--- config.mk ---
export PLATFORM = sky130hd
export DESIGN_NAME = layer7_window_fetcher_flat
export DESIGN_NICKNAME = d
export VERILOG_FILES = /design/src/rtl/layer7_fetch_pkg.sv /design/src/rtl/layer7_window_fetcher_if.sv /design/src/rtl/layer7_win_counter.sv /design/src/rtl/layer7_window_fetcher.sv /design/src/flat_wrapper.sv
export VERILOG_INCLUDE_DIRS = /design/src /design/src/rtl
export SDC_FILE = /design/constraint.sdc
export NUM_CORES = 1
export LEC_CHECK = 0
export ABC_AREA = 0
export BUFFER_PORTS_ARGS = -buffer_cell sky130_fd_sc_hd__buf_4
export CAP_MARGIN = 20
export CORE_MARGIN = 2
export CORE_UTILIZATION = 55
export CTS_CLUSTER_DIAMETER = 80
export DETAILED_ROUTE_END_ITERATION = 8
export GPL_ROUTABILITY_DRIVEN = 0
export GPL_TIMING_DRIVEN = 0
export PLACE_DENSITY_LB_ADDON = 0.08
export SYNTH_ARGS = -nofsm -noshare
export SYNTH_HDL_FRONTEND = slang
export SYNTH_SLANG_ARGS = --single-unit
--- constraint.sdc ---
create_clock -name clk -period 7.55 [get_ports clk]
set_clock_uncertainty 0.1 [all_clocks]
set_input_delay 1.51 -clock clk [delete_from_list [all_inputs] [get_ports clk]]
set_output_delay 1.51 -clock clk [all_outputs]
set_load 0.02 [all_outputs]
--- src/rtl/def.svh ---
`ifndef LAYER7_DEF_SVH
`define LAYER7_DEF_SVH
// Width of one layer-6 result word (all channels packed).
`define LAYER7_WEIGHT_INPUT_LENGTH 16
`endif

--- src/rtl/layer7_fetch_pkg.sv ---
// Shared types and defaults for the layer-7 window fetcher.
// Latency: n/a (types, constants and a helper function only).
// Backpressure: n/a.
`include "def.svh"

package layer7_fetch_pkg;

  localparam int unsigned MAP_W_DEF  = 5;
  localparam int unsigned K_DEF      = 3;
  localparam int unsigned STRIDE_DEF = 1;
  localparam int unsigned DATA_W_DEF = `LAYER7_WEIGHT_INPUT_LENGTH;

  // Counter width; coordinates never exceed 7 because the map is at most 8x8.
  localparam int unsigned CNT_W = 4;

  typedef enum logic [1:0] {
    IDLE    = 2'd0,
    FETCH   = 2'd1,
    PRESENT = 2'd2,
    FINISH  = 2'd3
  } state_e;

  // Row-major slot of tap (r,c) inside a KxK window.
  function automatic int unsigned tap_index(input int unsigned r,
                                            input int unsigned c,
                                            input int unsigned k = K_DEF);
    return r * k + c;
  endfunction

endpackage

--- src/rtl/layer7_window_fetcher_if.sv ---
// Memory read port plus window handshake between fetcher, result memory and layer-7 engine.
// Latency: n/a (wires only); memory data is combinational from the address.
// Backpressure: win_ready low holds the presented window.
// Ports (master = fetcher): read_row_addr/read_col_addr/layer6_result_read_signal out,
// layer6_result_output in, win_valid/win_data/win_row/win_col out, win_ready in.
interface layer7_window_fetcher_if
  import layer7_fetch_pkg::*;
#(
  parameter int unsigned DATA_W = DATA_W_DEF,
  parameter int unsigned K      = K_DEF
) ();

  logic [15:0]           read_row_addr;
  logic [15:0]           read_col_addr;
  logic                  layer6_result_read_signal;
  logic [DATA_W-1:0]     layer6_result_output;

  logic                  win_valid;
  logic                  win_ready;
  logic [K*K*DATA_W-1:0] win_data;
  logic [15:0]           win_row;
  logic [15:0]           win_col;

  modport master (
    output read_row_addr, read_col_addr, layer6_result_read_signal,
    input  layer6_result_output,
    output win_valid, win_data, win_row, win_col,
    input  win_ready
  );

  modport slave (
    input  read_row_addr, read_col_addr, layer6_result_read_signal,
    output layer6_result_output,
    input  win_valid, win_data, win_row, win_col,
    output win_ready
  );

endinterface

--- src/rtl/layer7_win_counter.sv ---
// Nested tap (tap_r,tap_c) and window-origin (wr,wc) counters for the window walk.
// Latency: counters update on the edge where the step/clear is sampled.
// Backpressure: counters hold whenever no step is requested.
// Ports: clk, rst, clear, tap_step, win_step in; tap_r, tap_c, wr, wc, tap_last, win_last out.
module layer7_win_counter
  import layer7_fetch_pkg::*;
#(
  parameter int unsigned MAP_W  = MAP_W_DEF,
  parameter int unsigned K      = K_DEF,
  parameter int unsigned STRIDE = STRIDE_DEF
) (
  input  logic             clk,
  input  logic             rst,
  input  logic             clear,
  input  logic             tap_step,
  input  logic             win_step,
  output logic [CNT_W-1:0] tap_r,
  output logic [CNT_W-1:0] tap_c,
  output logic [CNT_W-1:0] wr,
  output logic [CNT_W-1:0] wc,
  output logic             tap_last,
  output logic             win_last
);

  localparam logic [CNT_W-1:0] K_M1 = CNT_W'(K - 1);
  localparam logic [CNT_W-1:0] LAST = CNT_W'(MAP_W - K);
  localparam logic [CNT_W-1:0] STEP = CNT_W'(STRIDE);

  logic [CNT_W-1:0] tap_r_q, tap_r_d;
  logic [CNT_W-1:0] tap_c_q, tap_c_d;
  logic [CNT_W-1:0] wr_q, wr_d;
  logic [CNT_W-1:0] wc_q, wc_d;

  assign tap_last = (tap_r_q == K_M1) && (tap_c_q == K_M1);
  assign win_last = (wr_q == LAST) && (wc_q == LAST);

  // wr/wc hold pixel coordinates of the window origin, so they step by STRIDE.
  always_comb begin
    tap_r_d = tap_r_q;
    tap_c_d = tap_c_q;
    wr_d    = wr_q;
    wc_d    = wc_q;
    if (clear) begin
      tap_r_d = '0;
      tap_c_d = '0;
      wr_d    = '0;
      wc_d    = '0;
    end else begin
      if (tap_step) begin
        if (tap_last) begin
          tap_r_d = '0;
          tap_c_d = '0;
        end else if (tap_c_q == K_M1) begin
          tap_c_d = '0;
          tap_r_d = tap_r_q + 1'b1;
        end else begin
          tap_c_d = tap_c_q + 1'b1;
        end
      end
      if (win_step) begin
        tap_r_d = '0;
        tap_c_d = '0;
        if (wc_q < LAST) begin
          wc_d = wc_q + STEP;
        end else begin
          wc_d = '0;
          wr_d = wr_q + STEP;
        end
      end
    end
  end

  always_ff @(posedge clk) begin
    if (rst) begin
      tap_r_q <= '0;
      tap_c_q <= '0;
      wr_q    <= '0;
      wc_q    <= '0;
    end else begin
      tap_r_q <= tap_r_d;
      tap_c_q <= tap_c_d;
      wr_q    <= wr_d;
      wc_q    <= wc_d;
    end
  end

  assign tap_r = tap_r_q;
  assign tap_c = tap_c_q;
  assign wr    = wr_q;
  assign wc    = wc_q;

endmodule

--- src/rtl/layer7_window_fetcher.sv ---
// Walks every KxK window of the layer-6 result map, gathers it, presents it to layer 7.
// Latency: K*K read cycles per window, presented the cycle after the last tap is captured.
// Backpressure: win_ready low holds the window (and stops all reads) indefinitely.
// Ports: clk, rst, start in; busy, done out; win_if (master) carries the memory
// read port and the window valid/ready bus.
module layer7_window_fetcher
  import layer7_fetch_pkg::*;
#(
  parameter int unsigned MAP_W  = MAP_W_DEF,
  parameter int unsigned K      = K_DEF,
  parameter int unsigned STRIDE = STRIDE_DEF,
  parameter int unsigned DATA_W = DATA_W_DEF
) (
  input  logic                     clk,
  input  logic                     rst,
  input  logic                     start,
  output logic                     busy,
  output logic                     done,
  layer7_window_fetcher_if.master  win_if
);

  localparam int unsigned BUF_W = K * K * DATA_W;
  localparam int unsigned IDX_W = $clog2(BUF_W);

  state_e           state_q, state_d;
  logic [BUF_W-1:0] buf_q, buf_d;

  logic             cnt_clear;
  logic             tap_step;
  logic             win_step;
  logic [CNT_W-1:0] tap_r, tap_c, wr, wc;
  logic             tap_last, win_last;

  logic             rd_vld;
  logic             win_vld;
  logic             done_vld;
  logic [IDX_W-1:0] slot_lsb;

  layer7_win_counter #(
    .MAP_W  (MAP_W),
    .K      (K),
    .STRIDE (STRIDE)
  ) u_cnt (
    .clk      (clk),
    .rst      (rst),
    .clear    (cnt_clear),
    .tap_step (tap_step),
    .win_step (win_step),
    .tap_r    (tap_r),
    .tap_c    (tap_c),
    .wr       (wr),
    .wc       (wc),
    .tap_last (tap_last),
    .win_last (win_last)
  );

  assign slot_lsb = IDX_W'(tap_index(32'(tap_r), 32'(tap_c), K) * DATA_W);

  always_comb begin
    state_d   = state_q;
    buf_d     = buf_q;
    cnt_clear = 1'b0;
    tap_step  = 1'b0;
    win_step  = 1'b0;
    rd_vld    = 1'b0;
    win_vld   = 1'b0;
    done_vld  = 1'b0;
    case (state_q)
      IDLE: begin
        if (start) begin
          cnt_clear = 1'b1;
          state_d   = FETCH;
        end
      end
      FETCH: begin
        // Memory data is combinational, so each cycle reads and captures one tap.
        rd_vld   = 1'b1;
        tap_step = 1'b1;
        buf_d[slot_lsb +: DATA_W] = win_if.layer6_result_output;
        if (tap_last) begin
          state_d = PRESENT;
        end
      end
      PRESENT: begin
        win_vld = 1'b1;
        if (win_if.win_ready) begin
          if (win_last) begin
            state_d = FINISH;
          end else begin
            win_step = 1'b1;
            state_d  = FETCH;
          end
        end
      end
      FINISH: begin
        done_vld = 1'b1;
        state_d  = IDLE;
      end
      default: begin
        state_d = IDLE;
      end
    endcase
  end

  always_ff @(posedge clk) begin
    if (rst) begin
      state_q <= IDLE;
      buf_q   <= '0;
    end else begin
      state_q <= state_d;
      buf_q   <= buf_d;
    end
  end

  // Addresses are forced to 0 outside FETCH so the memory never sees a stray read.
  assign win_if.read_row_addr             = rd_vld ? 16'(wr + tap_r) : 16'd0;
  assign win_if.read_col_addr             = rd_vld ? 16'(wc + tap_c) : 16'd0;
  assign win_if.layer6_result_read_signal = rd_vld;

  assign win_if.win_valid = win_vld;
  assign win_if.win_data  = buf_q;
  assign win_if.win_row   = 16'(wr);
  assign win_if.win_col   = 16'(wc);

  assign busy = (state_q != IDLE);
  assign done = done_vld;

endmodule

--- src/flat_wrapper.sv ---
// flat-port wrapper written by rule: the top's interface ports become plain ports
module layer7_window_fetcher_flat import layer7_fetch_pkg::*;
#(
  parameter int unsigned MAP_W  = MAP_W_DEF,
  parameter int unsigned K      = K_DEF,
  parameter int unsigned STRIDE = STRIDE_DEF,
  parameter int unsigned DATA_W = DATA_W_DEF
)
  (clk, rst, start, busy, done, win_if_read_row_addr, win_if_read_col_addr, win_if_layer6_result_read_signal, win_if_layer6_result_output, win_if_win_valid, win_if_win_data, win_if_win_row, win_if_win_col, win_if_win_ready);
  layer7_window_fetcher_if #(.DATA_W(DATA_W), .K(K)) win_if_i ();
  input  logic clk;
  input  logic rst;
  input  logic start;
  output logic busy;
  output logic done;
  output wire logic [$bits(win_if_i.read_row_addr)-1:0] win_if_read_row_addr;
  output wire logic [$bits(win_if_i.read_col_addr)-1:0] win_if_read_col_addr;
  output wire logic [$bits(win_if_i.layer6_result_read_signal)-1:0] win_if_layer6_result_read_signal;
  input wire logic [$bits(win_if_i.layer6_result_output)-1:0] win_if_layer6_result_output;
  output wire logic [$bits(win_if_i.win_valid)-1:0] win_if_win_valid;
  output wire logic [$bits(win_if_i.win_data)-1:0] win_if_win_data;
  output wire logic [$bits(win_if_i.win_row)-1:0] win_if_win_row;
  output wire logic [$bits(win_if_i.win_col)-1:0] win_if_win_col;
  input wire logic [$bits(win_if_i.win_ready)-1:0] win_if_win_ready;
  assign win_if_read_row_addr = win_if_i.read_row_addr;
  assign win_if_read_col_addr = win_if_i.read_col_addr;
  assign win_if_layer6_result_read_signal = win_if_i.layer6_result_read_signal;
  assign win_if_i.layer6_result_output = win_if_layer6_result_output;
  assign win_if_win_valid = win_if_i.win_valid;
  assign win_if_win_data = win_if_i.win_data;
  assign win_if_win_row = win_if_i.win_row;
  assign win_if_win_col = win_if_i.win_col;
  assign win_if_i.win_ready = win_if_win_ready;
  layer7_window_fetcher #(.MAP_W(MAP_W), .K(K), .STRIDE(STRIDE), .DATA_W(DATA_W)) u_core (.clk(clk), .rst(rst), .start(start), .busy(busy), .done(done), .win_if(win_if_i));
endmodule
# Word level (Yosys, flattened, before mapping)
# Index checks and enable logic that the tools add are counted.
# totals
out_inout_bits	212
reg_bits	162
input_bits	20
# classes
n_mul	1
shifts	2
n_mux	21
n_bitwise	1
order_cmp	1
eq_ne	10
n_addsub	8
reduce_logical	10
# op_table
cell	n
bitwise mux 144 bit	1
variable shift 16 x 10 -> 144 bit, first input constant	1
indexed part select 16 x 10 -> 144 bit	1
2-to-1 mux 16 bit	2
2-to-1 mux 4 bit	5
adder 4 x 1 -> 4 bit, second input constant	4
== test 4 x 2 -> 1 bit, second input constant	4
adder 4 x 4 -> 5 bit	2
negator 8 -> 10 bit	1
2-to-1 mux 1 bit	8
2-to-1 mux 2 bit	4
case mux 2 bit (4 select lines)	1
adder 4 bit	1
== test 2 bit, second input constant	2
less-than comparator 4 x 2 -> 1 bit, second input constant	1
multiplier 4 x 2 -> 4 bit, second input constant	1
!= test 2 bit, second input constant	2
AND reduction 2 bit	2
nonzero test 2 bit	2
AND reduction 3 bit	1
OR reduction 3 bit	1
== test 2 x 1 -> 1 bit, second input constant	1
logical AND 1 bit	2
zero test 2 bit	1
other kinds (3)	3

# Logic depth before layout (Yosys ltp)
# depth
word_depth	6
ltp_mapped	12
ltp_nobuf	11

# Cells and area by module
# Synthesis repeated with hierarchy kept, for this count alone.
# unflattened
hier_cells	907
area_unflattened_um2	8315.5
# by_module_without_submodules
mod	instances	cells_each	area_per_inst_um2
layer7_window_fetcher	1	813	7479.7
layer7_win_counter	1	94	835.8

# Least setup slack after synthesis
# Ideal clock, no wire load.
# synth_timing
path_type	reg-to-reg
start	register u_core.u_cnt.tap_c_q[1] (netlist: u_core.u_cnt.tap_c[1])
end	register u_core.buf_q[86] (netlist: u_core.win_if.win_data[86])
arrival_time_ps	3232
stages_incl_launch_ff	12
path_buffers	1
path_slack_ps	4102
required_ps	7333
path_cell_list	dfxtp_1 inv_1 fa_1 inv_1 ha_1 fa_1 xnor2_4 xor2_4 mux2i_4 a21oi_4 buf_4 a22o_1
# synth_between
elab_chain_cells	4
elab_cells_between_ends	5
classes_between	2 x add/sub; 2 x shift; 1 x mux
# synth_rtl
element	line	rtl
start, declared	layer7_win_counter.sv:30	logic [CNT_W-1:0] tap_c_q, tap_c_d;
start signal, assigned	layer7_win_counter.sv:81	tap_c_q <= tap_c_d;
adder 4 bit (*)	layer7_fetch_pkg.sv:27	return r * k + c;
negator 8 -> 10 bit (*)	layer7_window_fetcher.sv:79	buf_d[slot_lsb +: DATA_W] = win_if.layer6_result_output;
indexed part select 16 x 10 -> 144 bit / variable shift 16 x 10 -> 144 bit (equally long branches)	layer7_window_fetcher.sv:79	
bitwise mux 144 bit (*)	layer7_window_fetcher.sv:79	
end signal, assigned	layer7_window_fetcher.sv:111	buf_q <= buf_d;
end, declared	layer7_window_fetcher.sv:26	logic [BUF_W-1:0] buf_q, buf_d;
# Mark *: on every way between the ends. The rest lies on a longest branch, timed or not.
# A chain may end at the register's enable or synchronous reset.

# Worst setup path in the final report
# layout_timing
start	register u_core.u_cnt.tap_c_q[1] (netlist: u_core.u_cnt.tap_c[1])
end	register u_core.buf_q[22] (netlist: u_core.win_if.win_data[22])
# Same word-level chain as after synthesis.

==> results.cfg <==
[clock_network]
post_cts_resized = 0
cts_root_buffer = clkbuf_16
post_cts_buffers = 0
cts_tree = built
clk_pin_slew_worst_paths_ns = 0.06
cts_buffers = 17
clock-sinks = 162
hold_buffers = 0
htreeDepth = 4
clock_latency_ns = 0.43
clock_path_buffers = 2

[routing]
drt-initial-drc-count = 411
drc = 0
routed_wl_um = 19800
avgRoutedWirePerCell_um = 17.2
viasPerCell = 5.37
postRouteAntennaNets = 0
dr.pass1.iters = 5
vias = 6204

[final_layout]
drive_above_1_share = 0.295
syn2layout_area_growth_pct = 32.7
antenna_cells = 0
final_nets = 1016

[synthesis]
synth_warnings = 0
synth_area_leaders = dfxtp_1 45%, mux2i_1 11%, nand2b_1 7.2%
synth_top_area_cell = dfxtp_1
synth_cells = 722
ys_seq_elements = 162
synth.avg_cell_area_um2 = 10.0
seq_area_frac_synth = 0.448
ys.flop_type = dfxtp_1
ys_async_sr_fraction = 0
synth_edf_count = 0
yosysTopAreaCellShare = 0.448
ys_types = 49
netlist_area_mm2 = 0.00725

[grt]
antenna_found_initial = 0
grt_max_degree = 17
grt_usage = 0.279
grt.overflow.total = 0
grt_first_pass_wirelength_um = 31200
grt_pass1_vias = 5924

[sta]
worst_pin_slew_ns = 0.768
finalMaxSlewViolations = 0
fmax_mhz = 267
final-setup-viol-count = 0
relSlewSlack = 0.485
fin_crit_ns = 3.74
rsz0062_at_grt = false
fin_tns_setup_ns = 0
hold_viol_final = 0
period_share = 0.495

[job]
drv_cap = 0

[worst_setup_path]
slowest_delay_ns = 0.54
crit_chain = inv_1 -> fa_1 -> inv_1 -> ha_1 -> fa_1 -> xnor2_4 -> xor2_4 -> mux2i_1 -> clkbuf_1 -> o21ai_0 -> a21oi_1
cp.required_ns = 7.81
end_kind = flop
criticalPathCategory = reg2reg
cp.arrival_ns = 4.00
path_max_fanout = 10
startpoint_type = flop
slowest_stage = fa_1

[pwr]
clkPwrFrac = 0.461
switching_power_mw = 0.457
p_leak_nw = 4.65
p_int_mw = 1.44
switching_share = 0.241
pwr-share-seq = 0.456
power_frac_comb = 0.083
vdd_drop_max_mv = 0.140
p_per_area_mw_per_mm2 = 198
total_power_mw = 1.90

[die]
dieArea_mm2 = 0.0141
initial_utilization = 0.570
die_h_um = 119
rows = 41
core_mm2 = 0.0127
pin_count = 232
die_x_um = 119

[outcome]
outcome = finished, final reports clean

[place]
dp_hpwl_um = 14500
portBuffers = 184

[hold_path]
hp-class = reg2reg
sequential cells by signal (all words and copies together), names as in the netlist:
| register | cells |
|---|---|
| u_core.win_if.win_data | 144 |
| u_core.u_cnt.tap_c | 4 |
| u_core.u_cnt.tap_r | 4 |
| u_core.u_cnt.wc | 4 |
| u_core.u_cnt.wr | 4 |
| u_core.state_q | 2 |
kinds of logic (layout without fill, tap and decap cells):
kind of cell | count (synthesis) | after routing | share of synthesized area
simple gates | 205 | 205 | 0.164
mux | 83 | 83 | 0.117
fa+ha+maj | 26 | 26 | 0.0501
flops | 162 | 162 | 0.448
buf+inv | 104 | 320 | 0.0822
xor+xnor | 16 | 16 | 0.0275
compound gates | 125 | 125 | 0.112
other cells | 1 | 46 | 0.000518
cell usage after synthesis, types with 5 or more instances:
cell type  instances
nand2_1           11
nand4_1           34
dfxtp_1          162
a21o_1             5
nand2b_1          83
inv_1             14
nor3_1             8
and2_1            10
fa_1               5
nor2_1            41
xnor2_1            6
ha_1              21
mux2i_1           81
a22o_1            32
xor2_1             6
buf_4             53
clkbuf_1          30
o21ai_0           33
a21oi_1           42
buf_2              5
stage by stage:
step | setup slack (ns) | util | hold WS (ns) | cells | area (um^2)
5_1_grt | 3.60 | 0.756 | 0.396 | 1155 | 9620
3_5_place_dp | 3.85 | 0.708 | 0.356 | 1123 | 9010
6_report | 3.81 | 0.756 | 0.375 | 1155 | 9620
3_3_place_gp | 3.90 | 0.708 | 0.358 | 1123 | 9010
2_1_floorplan | 4.10 | - | 0.444 | 767 | 7410
4_1_cts | 3.79 | 0.756 | 0.377 | 1155 | 9620
power by group through the flow:
stage	Combinational (mW)	Sequential [mW]	Clock, mW
3_3_place_gp	0.152	0.885	0
6_report	0.158	0.867	0.876
5_1_grt	0.169	0.867	0.914
2_1_floorplan	0.0992	0.892	0
4_1_cts	0.156	0.867	0.880
3_5_place_dp	0.155	0.886	0
layout make-up:
class                           instances  area (um^2)
Fill cell                             925         3110
Tap cell                              172          215
Clock buffer                           21          480
Clock inverter                         11          125
Multi-Input combinational cell        501         3580
Timing Repair Buffer                  184         1380
Sequential cell                       162         3240
Buffer                                 90          543
Inverter                               14         52.6
worst max-delay path: cells and delay by family (launching register included):
family,cells,cell delay (ns)
AOI/OAI and AO/OA,2,0.31
xor gates and xnor gates,2,0.61
adders and majority gates,3,1.19
buffers and inverters,3,0.51
DFF,1,0.49
muxes,1,0.46
worst paths after layout:
check | from | end | slack [ns] | cells past startpoint
setup / recovery | u_core.u_cnt.tap_c[1] | u_core.win_if.win_data[22] | 3.81 | 11
hold / removal | u_core.win_if.win_data[30] | u_core.win_if.win_data[30] | 0.38 | 2
setup reg to reg | u_core.u_cnt.tap_c[1] | u_core.win_if.win_data[22] | 3.81 | 11
hold reg to reg | u_core.win_if.win_data[30] | u_core.win_if.win_data[30] | 0.38 | 2
routing by layer:
layer	global-route usage	wire length (um)	up-vias
met1	0.351	8440	2972
met2	0.461	9450	279
li1	-	-	2908
met5	0	0	-
met3	0.0637	1410	45
met4	0.113	536	0
cell usage in the layout (no fill, tap or decap), types with 2 or more instances in the layout:
cell type	Yosys	layout
clkbuf_8	0	4
buf_4	53	237
nand2_1	11	11
clkinv_2	0	3
a21oi_1	42	42
a21oi_4	2	2
o21ai_0	33	33
clkbuf_16	0	17
clkbuf_1	30	30
nand2_4	2	2
nand4_1	34	34
nand3b_1	3	3
inv_6	0	2
xnor2_1	6	6
inv_1	14	14
nand3_1	3	3
a311oi_1	2	2
clkinv_4	0	2
xor2_1	6	6
dfxtp_1	162	162
a21o_1	5	5
buf_2	5	5
fa_1	5	5
buf_1	2	2
mux2i_1	81	81
a211oi_1	3	3
ha_1	21	21
conb_1	1	46
nor2_1	41	41
nand2b_1	83	83
or2_2	2	2
bufinv_16	0	2
and2_1	10	10
nor3_1	8	8
clkinvlp_4	0	2
a22o_1	32	32
No activity file was read; power rests on OpenSTA's default activity.
